<file path="src/rtl/pe_mac_pipe.sv">
// Two-stage pipelined signed MAC processing element with stationary weight, chain/local modes.
// Optional macro PE_SAT_EN: clamp out-of-range results and report them on oSAT.
module pe_mac_pipe #(
    parameter int XW  = 16,
    parameter int WW  = 16,
    parameter int PSW = 34,
    parameter int OW  = 35
) (
    input  logic                  iCLK,
    input  logic                  iRST,
    input  logic                  iVALID,
    input  logic signed [XW-1:0]  iX,
    input  logic                  iWLOAD,
    input  logic signed [WW-1:0]  iW,
    input  logic                  iMODE,
    input  logic                  iCLR,
    input  logic signed [PSW-1:0] iPsum,
    output logic signed [XW-1:0]  oX,
    output logic                  oXVALID,
    output logic signed [OW-1:0]  oPsum,
    output logic                  oVALID,
    output logic                  oSAT
);

    localparam int PW = XW + WW;
`ifdef PE_SAT_EN
    localparam int SW = OW + 1;
`else
    localparam int SW = OW;
`endif

    logic signed [WW-1:0]  wreg_q;
    logic signed [XW-1:0]  x_q;
    logic                  xvalid_q;
    logic signed [PW-1:0]  prod_q, prod_d;
    logic signed [PSW-1:0] psum_q;
    logic                  mode_q, clr_q, v1_q;
    logic signed [OW-1:0]  acc_q, opsum_q, opsum_d;
    logic                  ovalid_q;
    logic signed [PW-1:0]  x_ext, w_ext;
    logic signed [SW-1:0]  prod_ext, psum_ext, acc_ext, sum;
`ifdef PE_SAT_EN
    logic                  osat_q, ovf;
`endif

    always_comb begin
        x_ext  = PW'(iX);
        w_ext  = PW'(wreg_q);
        prod_d = x_ext * w_ext;

        prod_ext = SW'(prod_q);
        psum_ext = SW'(psum_q);
        acc_ext  = clr_q ? '0 : SW'(acc_q);
        sum      = mode_q ? (acc_ext + prod_ext) : (psum_ext + prod_ext);
`ifdef PE_SAT_EN
        // Sign bit disagreeing with the guard bit means the sum left the OW-bit range.
        ovf = (sum[OW] != sum[OW-1]);
        if (!ovf)
            opsum_d = sum[OW-1:0];
        else if (sum[OW])
            opsum_d = {1'b1, {(OW-1){1'b0}}};
        else
            opsum_d = {1'b0, {(OW-1){1'b1}}};
`else
        opsum_d = sum;
`endif
    end

    always_ff @(posedge iCLK or posedge iRST) begin
        if (iRST) begin
            wreg_q   <= '0;
            x_q      <= '0;
            xvalid_q <= 1'b0;
            prod_q   <= '0;
            psum_q   <= '0;
            mode_q   <= 1'b0;
            clr_q    <= 1'b0;
            v1_q     <= 1'b0;
            acc_q    <= '0;
            opsum_q  <= '0;
            ovalid_q <= 1'b0;
`ifdef PE_SAT_EN
            osat_q   <= 1'b0;
`endif
        end else begin
            if (iWLOAD)
                wreg_q <= iW;
            xvalid_q <= iVALID;
            v1_q     <= iVALID;
            if (iVALID) begin
                x_q    <= iX;
                prod_q <= prod_d;
                psum_q <= iPsum;
                mode_q <= iMODE;
                clr_q  <= iCLR;
            end
            ovalid_q <= v1_q;
            if (v1_q) begin
                opsum_q <= opsum_d;
                if (mode_q)
                    acc_q <= opsum_d;
            end
`ifdef PE_SAT_EN
            osat_q <= v1_q & ovf;
`endif
        end
    end

    assign oX      = x_q;
    assign oXVALID = xvalid_q;
    assign oPsum   = opsum_q;
    assign oVALID  = ovalid_q;
`ifdef PE_SAT_EN
    assign oSAT = osat_q;
`else
    assign oSAT = 1'b0;
`endif

endmodule

</file>
<file path="config.mk">
export PLATFORM = sky130hd
export DESIGN_NAME = pe_mac_pipe
export DESIGN_NICKNAME = d
export VERILOG_FILES = /design/src/rtl/pe_mac_pipe.sv
export SDC_FILE = /design/constraint.sdc
export NUM_CORES = 1
export LEC_CHECK = 0
export CAP_MARGIN = 20
export CORE_MARGIN = 2
export CORE_UTILIZATION = 49
export DETAILED_ROUTE_END_ITERATION = 16
export GPL_TIMING_DRIVEN = 0
export PLACE_DENSITY = 0.82
export SLEW_MARGIN = 20
export SYNTH_ARGS = -nofsm -noshare
export SYNTH_HDL_FRONTEND = slang
export SYNTH_SLANG_ARGS = --single-unit
export TNS_END_PERCENT = 5
</file>
<file path="constraint.sdc">
create_clock -name iCLK -period 6.4 [get_ports iCLK]
set_input_delay 0.64 -clock iCLK [delete_from_list [all_inputs] [get_ports iCLK]]
set_output_delay 0.64 -clock iCLK [all_outputs]
set_load 0.05 [all_outputs]
</file>
==> results of run 1 <==
## cells in the mapped netlist, drive strengths merged (35+ instances only)
cell      n
o21ai   101
fa      263
nand2   189
inv     354
and2    124
a21oi    46
nor2     54
clkbuf   60
nand3b   35
ha      116
xnor2    44
dfrtp   172
mux2    115
a21o     39
## cell type report
class                   instances  area share
clock inverters                13     0.00642
well taps                     511      0.0298
inverters                     355      0.0627
repair buffers                140      0.0626
plain buffers                  69      0.0238
multi-input cells            1285       0.592
clock buffers                  19      0.0211
flip-flops and latches        172       0.202
## worst max path at each step
stage                                        end  cells past startpoint                   from  slack (ns)
final                     prod_q[20]$_DFFE_PP0P_                     19  wreg_q[1]$_DFFE_PP0P_        0.21
after global routing      prod_q[20]$_DFFE_PP0P_                     19  wreg_q[1]$_DFFE_PP0P_    -0.00007
after CTS                 prod_q[29]$_DFFE_PP0P_                     23                  iX[3]       -0.01
after detailed placement  prod_q[29]$_DFFE_PP0P_                     22                 iX[11]       -1.59
after global placement    prod_q[31]$_DFFE_PP0P_                     22                 iX[11]       -1.43
after floorplan           prod_q[29]$_DFFE_PP0P_                     23                  iX[7]        0.10
## per-layer routing
metal  GRT usage  wire length (µm)
met1       0.342             20000
met2       0.441             23600
met3      0.0574              3260
met4       0.108              1900
met5           0                 0
## timing repair
action | CTS | global route
gates resized for setup | 132 | 85
setup endpoints to repair | 17 | 10
cloned | 0 | 0
pin swaps | 1 | 3
buffers inserted | 6 | 10
## registers in the layout (all words and copies together) (netlist names)
signal,cells
acc_q,35
clr_q,1
mode_q,1
oPsum,35
oVALID,1
oX,16
prod_q,32
psum_q,34
v1_q,1
wreg_q,16
## cells in the final DEF (no fill, tap or decap), types with 12 or more instances in the layout
cell,synthesis,final
a21o_1,37,37
a21oi_1,44,41
and2_1,123,123
buf_4,1,20
clkbuf_1,60,29
clkbuf_16,0,17
clkbuf_4,0,13
clkbuf_8,0,12
clkdlybuf4s50_1,0,107
dfrtp_1,172,159
dfrtp_2,0,13
fa_1,263,260
ha_1,116,109
inv_1,354,351
mux2_2,114,114
nand2_1,189,187
nand3b_1,35,35
nor2_1,54,54
o21ai_0,96,95
xnor2_1,44,44
xor2_1,15,15
## through the flow
step / setup TNS, ns / instance area [µm²] / util / cells
after floorplan: 0 / 18500 / - / 1882
final: 0 / 21400 / 0.573 / 2564
after global placement: -216.15 / 20400 / 0.544 / 2516
after global routing: -0.0000693 / 21400 / 0.573 / 2564
after detailed placement: -21.08 / 20400 / 0.545 / 2517
after CTS: -0.0138 / 21200 / 0.567 / 2554
## kinds of logic after synthesis
family,synth area share
AO/OA/AOI/OAI,0.0917
AND/OR/NAND/NOR,0.126
adder cells (fa/ha/maj),0.363
multiplexers,0.0702
other,0.000203
buffers and inverters,0.0882
XOR/XNOR,0.0279
flip-flops,0.233
## critical path, stage by stage (launching register included)
cell and delay, ns:
dfrtp_2 0.45, buf_8 0.16, nand2_1 0.08, fa_1 0.54, fa_1 0.58, fa_1 0.45, fa_1 0.56, inv_1 0.06
fa_1 0.45, fa_1 0.55, ha_2 0.33, a21o_1 0.19, a21o_1 0.18, a21o_1 0.18, a21oi_2 0.18, o21ai_1 0.15
a2111o_1 0.45, a31oi_2 0.20, xnor2_1 0.09, mux2_2 0.26
==> impl_metrics.py, run 1 <==
metrics = {
    "route": {
        "drtIter0Drc": 973,
        "via_per_inst": 5.47,
        "wl_per_cell_um": 19.0,
        "drt-total-wl_um": 48800,
        "drc": 0,
        "firstDrtPassIters": 5,
        "num_vias": 14000,
        "antenna_left": 0,
    },
    "layout": {
        "multi_input_area_mm2": 0.0127,
        "diodes": 0,
        "area_delta_synth_final_pct": 15.9,
        "nFillCells": 3149,
        "drive_gt1_frac": 0.131,
        "seqCellArea_mm2": 0.00432,
        "final_nets": 2491,
    },
    "timing": {
        "rsz0062_at_grt": "true",
        "setup_slack_ns": 0.205,
        "slew_headroom": 0.351,
        "max_freq_ghz": 0.161,
        "hold_slack_ns": 0.409,
        "hold_viol_final": 0,
        "fin_worst_skew_ns": 0.0152,
        "min_period_ns": 6.19,
        "timing.final.crit_share": 0.968,
        "final_max_slew_viol_count": 0,
        "finalSetupViolCount": 0,
        "worst_slew_pin_slew_ns": 0.974,
    },
    "global_routing": {
        "grt_usage": 0.267,
        "grt_pass1_vias": 15300,
        "gr-total-overflow": 0,
        "antenna_found_initial": 0,
        "grt_max_degree": 96,
        "grt_pass1_wl_um": 79400,
    },
    "clocking": {
        "htreeDepth": 4,
        "clk_path_buf_depth": 2,
        "clkSinkCount": 172,
        "clock_latency_ns": 0.47,
        "cts_root_buf": "clkbuf_16",
        "cts_buffers": 17,
        "cts_hold_buf": 0,
        "cts_tree": "built",
        "cts.clk_slew.worst_paths_ns": 0.07,
    },
    "flow_run": {
        "maxCapViolations": 0,
    },
    "placement": {
        "pre_cts_slack_ns": -1.59,
        "hpwlAfterDp_um": 38100,
        "io_buffers": 123,
        "place_congestion": 0.931,
    },
    "min_path": {
        "hp-start": "v1_q$_DFF_PP0_",
        "hp-class": "register to register",
        "min_to": "oVALID$_DFF_PP0_",
        "hold_depth": 0,
    },
    "critical_path": {
        "worst-path-max-fanout": 10,
        "r2r-start": "wreg_q[1]$_DFFE_PP0P_",
        "reg2reg_setup_slack_ns": 0.21,
        "r2r_cells": 19,
        "worst_ep_required_time_ns": 6.75,
        "worstSetupPathType": "register to register",
        "worstPathArrival_ns": 6.54,
        "worst_setup_path_end_kind": "register",
        "timing.rr.end": "prod_q[20]$_DFFE_PP0P_",
        "start_kind": "register",
    },
    "synth": {
        "async_flop_share": 1.00,
        "synth.avg_cell_area_um2": 9.82,
        "synth_ff_type": "dfrtp_1",
        "ys_ff_latch": 172,
        "synth_area_mm2": 0.0185,
        "ys_warn_count": 0,
        "synthDistinctLibCells": 66,
        "synth_top_area_frac": 0.285,
        "syn_inst": 1882,
        "synth-edff-count": 0,
        "synth.area.top_cells": "fa_1 28%, dfrtp_1 23%, ha_1 7.9%, inv_1 7.2%, mux2_2 6.9%",
        "syn_nets": 2333,
        "synth_top_cell_by_area": "fa_1",
        "synth_seq_area_share": 0.233,
    },
    "die": {
        "row_count": 71,
        "die_h_um": 198,
        "die_x_um": 198,
        "start_util": 0.494,
        "io_pins": 126,
        "core_area_mm2": 0.0374,
        "dieArea_mm2": 0.0393,
    },
    "run_status": {
        "status": "finished, final reports clean",
    },
}
Power of run 1 is not shown: default switching activity piles up to over one toggle a cycle in this logic, so the estimate is an artifact.
==> run 2, diff against run 1 <==
SKIP_LAST_GASP = 1   (was unset)
==> run 2 against run 1 <==
Sequential cell count unchanged. Global-route usage did not move. Die area unchanged. Wire length decreased by 0.18%. Worst setup slack worse by 0.065 ns. Clock-buffer cell count is the same. Critical path type unchanged. Largest cell class unchanged. Highest routed layer unchanged.
==> impl_metrics.py, run 2 (synthesis gave the netlist of run 1 again) <==
metrics = {
    "run_status": {
        "status": "finished, final reports clean",
    },
    "layout": {
        "layout_commonest_cell": "inv_1",
        "diodes": 0,
        "area_delta_synth_final_pct": 15.7,
        "instances_no_fill": 2564,
        "final_cell_mix": "351 x inv_1, 260 x fa_1, 187 x nand2_1",
        "final_nets": 2491,
        "drive_gt1_frac": 0.129,
    },
    "route": {
        "num_vias": 14000,
        "drtIter0Drc": 894,
        "antenna_left": 0,
        "wl_per_cell_um": 19.0,
        "drc": 0,
        "firstDrtPassIters": 7,
        "drt-total-wl_um": 48700,
        "via_per_inst": 5.46,
    },
    "clocking": {
        "cts_buffers": 17,
        "clkSinkCount": 172,
        "clock_latency_ns": 0.47,
        "cts.clk_slew.worst_paths_ns": 0.07,
        "cts_tree": "built",
        "cts_root_buf": "clkbuf_16",
        "clk_path_buf_depth": 2,
        "htreeDepth": 4,
        "cts_hold_buf": 0,
    },
    "placement": {
        "place_congestion": 0.931,
        "io_buffers": 123,
        "hpwlAfterDp_um": 38100,
        "place_inst": 2517,
        "pre_cts_slack_ns": -1.59,
    },
    "timing": {
        "min_period_ns": 6.26,
        "rsz0062_at_grt": "true",
        "timing.final.crit_share": 0.978,
        "setup_slack_ns": 0.140,
        "slew_headroom": 0.359,
        "worst_slew_pin_slew_ns": 0.962,
        "max_freq_ghz": 0.160,
        "fin_worst_skew_ns": 0.0176,
        "finalSetupViolCount": 0,
        "final_max_slew_viol_count": 0,
        "hold_viol_final": 0,
    },
    "critical_path": {
        "worst-path-max-fanout": 10,
        "critical-path-top-delay-family": "adder cells",
        "critical-path-slowest-cell": "fa_2",
        "cp_num_buf_inv": 6,
        "worstPathArrival_ns": 6.61,
        "worst_ep_required_time_ns": 6.75,
        "worst_setup_path_end_kind": "register",
        "r2r_cells": 22,
        "worstSetupPathType": "register to register",
        "path_cells": "buf_8 > nand2_2 > fa_2 > inv_2 > fa_1 > inv_1 > fa_1 > inv_1 > fa_1 > fa_1 > inv_1 > fa_1 > inv_1 > ha_1 > and3_2 > o211ai_1 > a31oi_1 > a21oi_4 > a21boi_1 > o21ai_1 > a21o_1 > a31o_2",
        "crit_path_frequent_cell": "fa_1",
        "critPathMaxStageDelay_ns": 0.64,
        "cp_num_cells": 22,
        "start_kind": "register",
    },
    "global_routing": {
        "antenna_found_initial": 0,
        "grt_pass1_vias": 15300,
        "grt_max_degree": 96,
        "gr-total-overflow": 0,
        "grt_pass1_wl_um": 79400,
        "grt_usage": 0.267,
    },
    "die": {
        "die_h_um": 198,
        "row_count": 71,
        "io_pins": 126,
        "dieArea_mm2": 0.0393,
        "core_area_mm2": 0.0374,
        "die_x_um": 198,
        "start_util": 0.494,
    },
    "min_path": {
        "hp-class": "register to register",
        "hold_depth": 0,
    },
    "flow_run": {
        "maxCapViolations": 0,
    },
}
==> run 2: changes by cell type in the layout (fill, tap and decap cells not counted) <==
cell	delta
ha_4	-1
a31oi_2	-1
ha_2	-1
a21boi_2	-1
a31oi_1	+1
ha_1	+2
buf_6	-1
clkbuf_2	+1
a21boi_1	+1
==> run 2: stage by stage <==
step                cell area [µm²]  hold WS (ns)   util  setup TNS [ns]
floorplan                     18500         0.449      -               0
global placement              20400         0.387  0.544         -216.15
detailed placement            20400         0.389  0.545          -21.08
CTS                           21200         0.411  0.567         -0.0151
global route                  21400         0.424  0.572          -0.260
finish                        21400         0.409  0.572               0
==> run 2: timing repair <==
| action | in CTS | in global routing |
|---|---|---|
| setup endpoints to repair | 17 | 10 |
| setup buffers | 6 | 10 |
| cloned | 0 | 0 |
| resized for setup | 131 | 78 |
| pin swaps | 1 | 3 |
==> run 2: path summary, 6_finish.rpt <==
check / slack (ns) / end / start
worst max-delay path: 0.14 / prod_q[28]$_DFFE_PP0P_ / wreg_q[1]$_DFFE_PP0P_
worst min-delay path: 0.41 / oVALID$_DFF_PP0_ / v1_q$_DFF_PP0_
worst max register to register: 0.14 / prod_q[28]$_DFFE_PP0P_ / wreg_q[1]$_DFFE_PP0P_
worst min register to register: 0.41 / oVALID$_DFF_PP0_ / v1_q$_DFF_PP0_
max in group asynchronous: 4.89 / psum_q[11]$_DFFE_PP0P_ / iRST
min in group asynchronous: 0.69 / oX[6]$_DFFE_PP0P_ / iRST
==> run 2: layer usage <==
layer / share of wire / global-route usage / up-vias
met5: 0 / 0 / -
met4: 0.038 / 0.108 / 0
met3: 0.073 / 0.0574 / 111
met2: 0.48 / 0.440 / 521
met1: 0.40 / 0.342 / 7079
li1: - / - / 6276
==> run 2: area by class of cell <==
class	count	area [µm²]
Buffer	69	504
Timing Repair Buffer	140	1340
Sequential cell	172	4320
Tap cell	511	639
Clock inverter	13	138
Fill cell	3156	16000
Inverter	355	1340
Clock buffer	19	453
Multi-Input combinational cell	1285	12700
Power of run 2 is left out for the same reason.
==> run 3, diff against run 2 <==
SKIP_CTS_REPAIR_TIMING = 1   (was unset)
==> run 3 against run 2 <==
Worst setup slack worse by 0.084 ns. Clock-buffer cell count unchanged. Register-to-register slack worse by 0.08 ns. Non-clock buffer count down 1. Cell count about the same. First-iteration DRC count up 10%. Hold slack worse by 0.0015 ns.
==> impl_metrics.py, run 3 (synthesis gave the netlist of run 1 again) <==
metrics = {
    "run_status": {
        "status": "finished, final reports clean",
    },
    "die": {
        "core_area_mm2": 0.0374,
        "start_util": 0.494,
        "die_x_um": 198,
        "dieArea_mm2": 0.0393,
        "io_pins": 126,
        "row_count": 71,
        "die_h_um": 198,
    },
    "min_path": {
        "hold_depth": 0,
        "hp-class": "register to register",
    },
    "timing": {
        "min_period_ns": 6.34,
        "fin_worst_skew_ns": 0.0141,
        "worst_slew_pin_slew_ns": 0.963,
        "hold_viol_final": 0,
        "fin_tns_setup_ns": 0,
        "rsz0062_at_grt": "true",
        "slew_headroom": 0.358,
        "finalSetupViolCount": 0,
        "timing.final.crit_share": 0.991,
        "max_freq_ghz": 0.158,
        "final_max_slew_viol_count": 0,
    },
    "layout": {
        "area_delta_synth_final_pct": 15.0,
        "final_cell_mix": "351 x inv_1, 260 x fa_1, 189 x nand2_1",
        "seqCellArea_mm2": 0.00432,
        "diodes": 0,
        "drive_gt1_frac": 0.127,
        "multi_input_area_mm2": 0.0126,
        "final_nets": 2490,
        "layout_commonest_cell": "inv_1",
        "nFillCells": 3174,
    },
    "route": {
        "drc": 0,
        "wl_met3_um": 3250,
        "num_vias": 13900,
        "wl_met1_um": 19900,
        "wl_per_cell_um": 18.9,
        "dr.max_layer_used": "met4",
        "via_per_inst": 5.43,
        "firstDrtPassIters": 5,
        "drt-total-wl_um": 48400,
        "antenna_left": 0,
        "drtIter0Drc": 987,
        "wl_met2_um": 23600,
    },
    "critical_path": {
        "worst_ep_required_time_ns": 6.75,
        "worstPathArrival_ns": 6.69,
        "start_kind": "register",
        "worst-path-max-fanout": 10,
        "worstSetupPathType": "register to register",
        "r2r_cells": 23,
        "worst_setup_path_end_kind": "register",
    },
    "global_routing": {
        "grt_usage": 0.264,
        "grt_pass1_wl_um": 78700,
        "grt_pass1_vias": 15200,
        "antenna_found_initial": 0,
        "gr-total-overflow": 0,
        "grt_max_degree": 96,
    },
    "clocking": {
        "cts_buffers": 17,
        "clkSinkCount": 172,
        "cts_root_buf": "clkbuf_16",
        "clk_path_buf_depth": 2,
        "htreeDepth": 4,
        "cts_tree": "built",
        "cts.clk_slew.worst_paths_ns": 0.08,
        "clock_latency_ns": 0.47,
    },
    "flow_run": {
        "maxCapViolations": 0,
    },
    "placement": {
        "io_buffers": 123,
        "hpwlAfterDp_um": 38100,
        "place_congestion": 0.931,
    },
}
run 3: cell count changes in the layout (fill, tap and decap cells not counted), moves of 2 or more:
| cell | delta |
|---|---|
| buf_4 | +2 |
| nand2_1 | +2 |
| clkbuf_4 | -7 |
| clkdlybuf4s15_2 | -4 |
| buf_2 | +2 |
| clkbuf_8 | -10 |
| clkbuf_2 | +13 |
| nand2_2 | -2 |
| buf_6 | +4 |
run 3: path summary, 6_finish.rpt:
| check | from | end | slack (ns) |
|---|---|---|---|
| max | wreg_q[3]$_DFFE_PP0P_ | prod_q[29]$_DFFE_PP0P_ | 0.06 |
| min in group asynchronous | iRST | oX[6]$_DFFE_PP0P_ | 0.69 |
| min | v1_q$_DFF_PP0_ | oVALID$_DFF_PP0_ | 0.41 |
| max in group asynchronous | iRST | psum_q[11]$_DFFE_PP0P_ | 4.88 |
| max reg2reg | wreg_q[3]$_DFFE_PP0P_ | prod_q[29]$_DFFE_PP0P_ | 0.06 |
| min reg2reg | v1_q$_DFF_PP0_ | oVALID$_DFF_PP0_ | 0.41 |
run 3: worst max-delay path, cell delays in order, from the launching register on:
cell,delay (ns)
dfrtp_2,0.44
buf_4,0.20
nand2_1,0.10
fa_2,0.63
inv_2,0.10
fa_1,0.49
inv_1,0.05
fa_1,0.50
inv_1,0.05
fa_1,0.49
fa_1,0.50
inv_1,0.05
fa_1,0.47
inv_1,0.04
ha_1,0.33
a21o_1,0.18
a21o_1,0.22
a221oi_1,0.34
o21ba_2,0.19
nor2b_1,0.05
a211o_1,0.27
a21oi_1,0.19
xnor2_1,0.09
mux2_2,0.26
run 3: per-stage QoR:
stage / hold WS (ns) / instances / util / area (µm²) / setup WS [ns]
after detailed placement: 0.389 / 2517 / 0.545 / 20400 / -1.59
after floorplan: 0.449 / 1882 / - / 18500 / 0.101
after global routing: 0.424 / 2563 / 0.569 / 21300 / -0.108
after global placement: 0.387 / 2516 / 0.544 / 20400 / -1.43
after CTS: 0.411 / 2549 / 0.561 / 21000 / -1.12
final: 0.407 / 2563 / 0.569 / 21300 / 0.0558
run 3: metal layers:
metal / up-vias / global-route usage
met5: - / 0
met4: 0 / 0.105
met3: 100 / 0.0552
met2: 481 / 0.435
met1: 7070 / 0.340
li1: 6270 / -
run 3: layout make-up:
type,instances,area share
inverter,355,0.0632
sequential,172,0.203
clock buffer,19,0.0213
clock inverter,13,0.00647
tap,511,0.0301
multi-input combinational,1285,0.594
timing repair buffer,139,0.0610
buffer,69,0.0204
Power of run 3 is left out for the same reason.
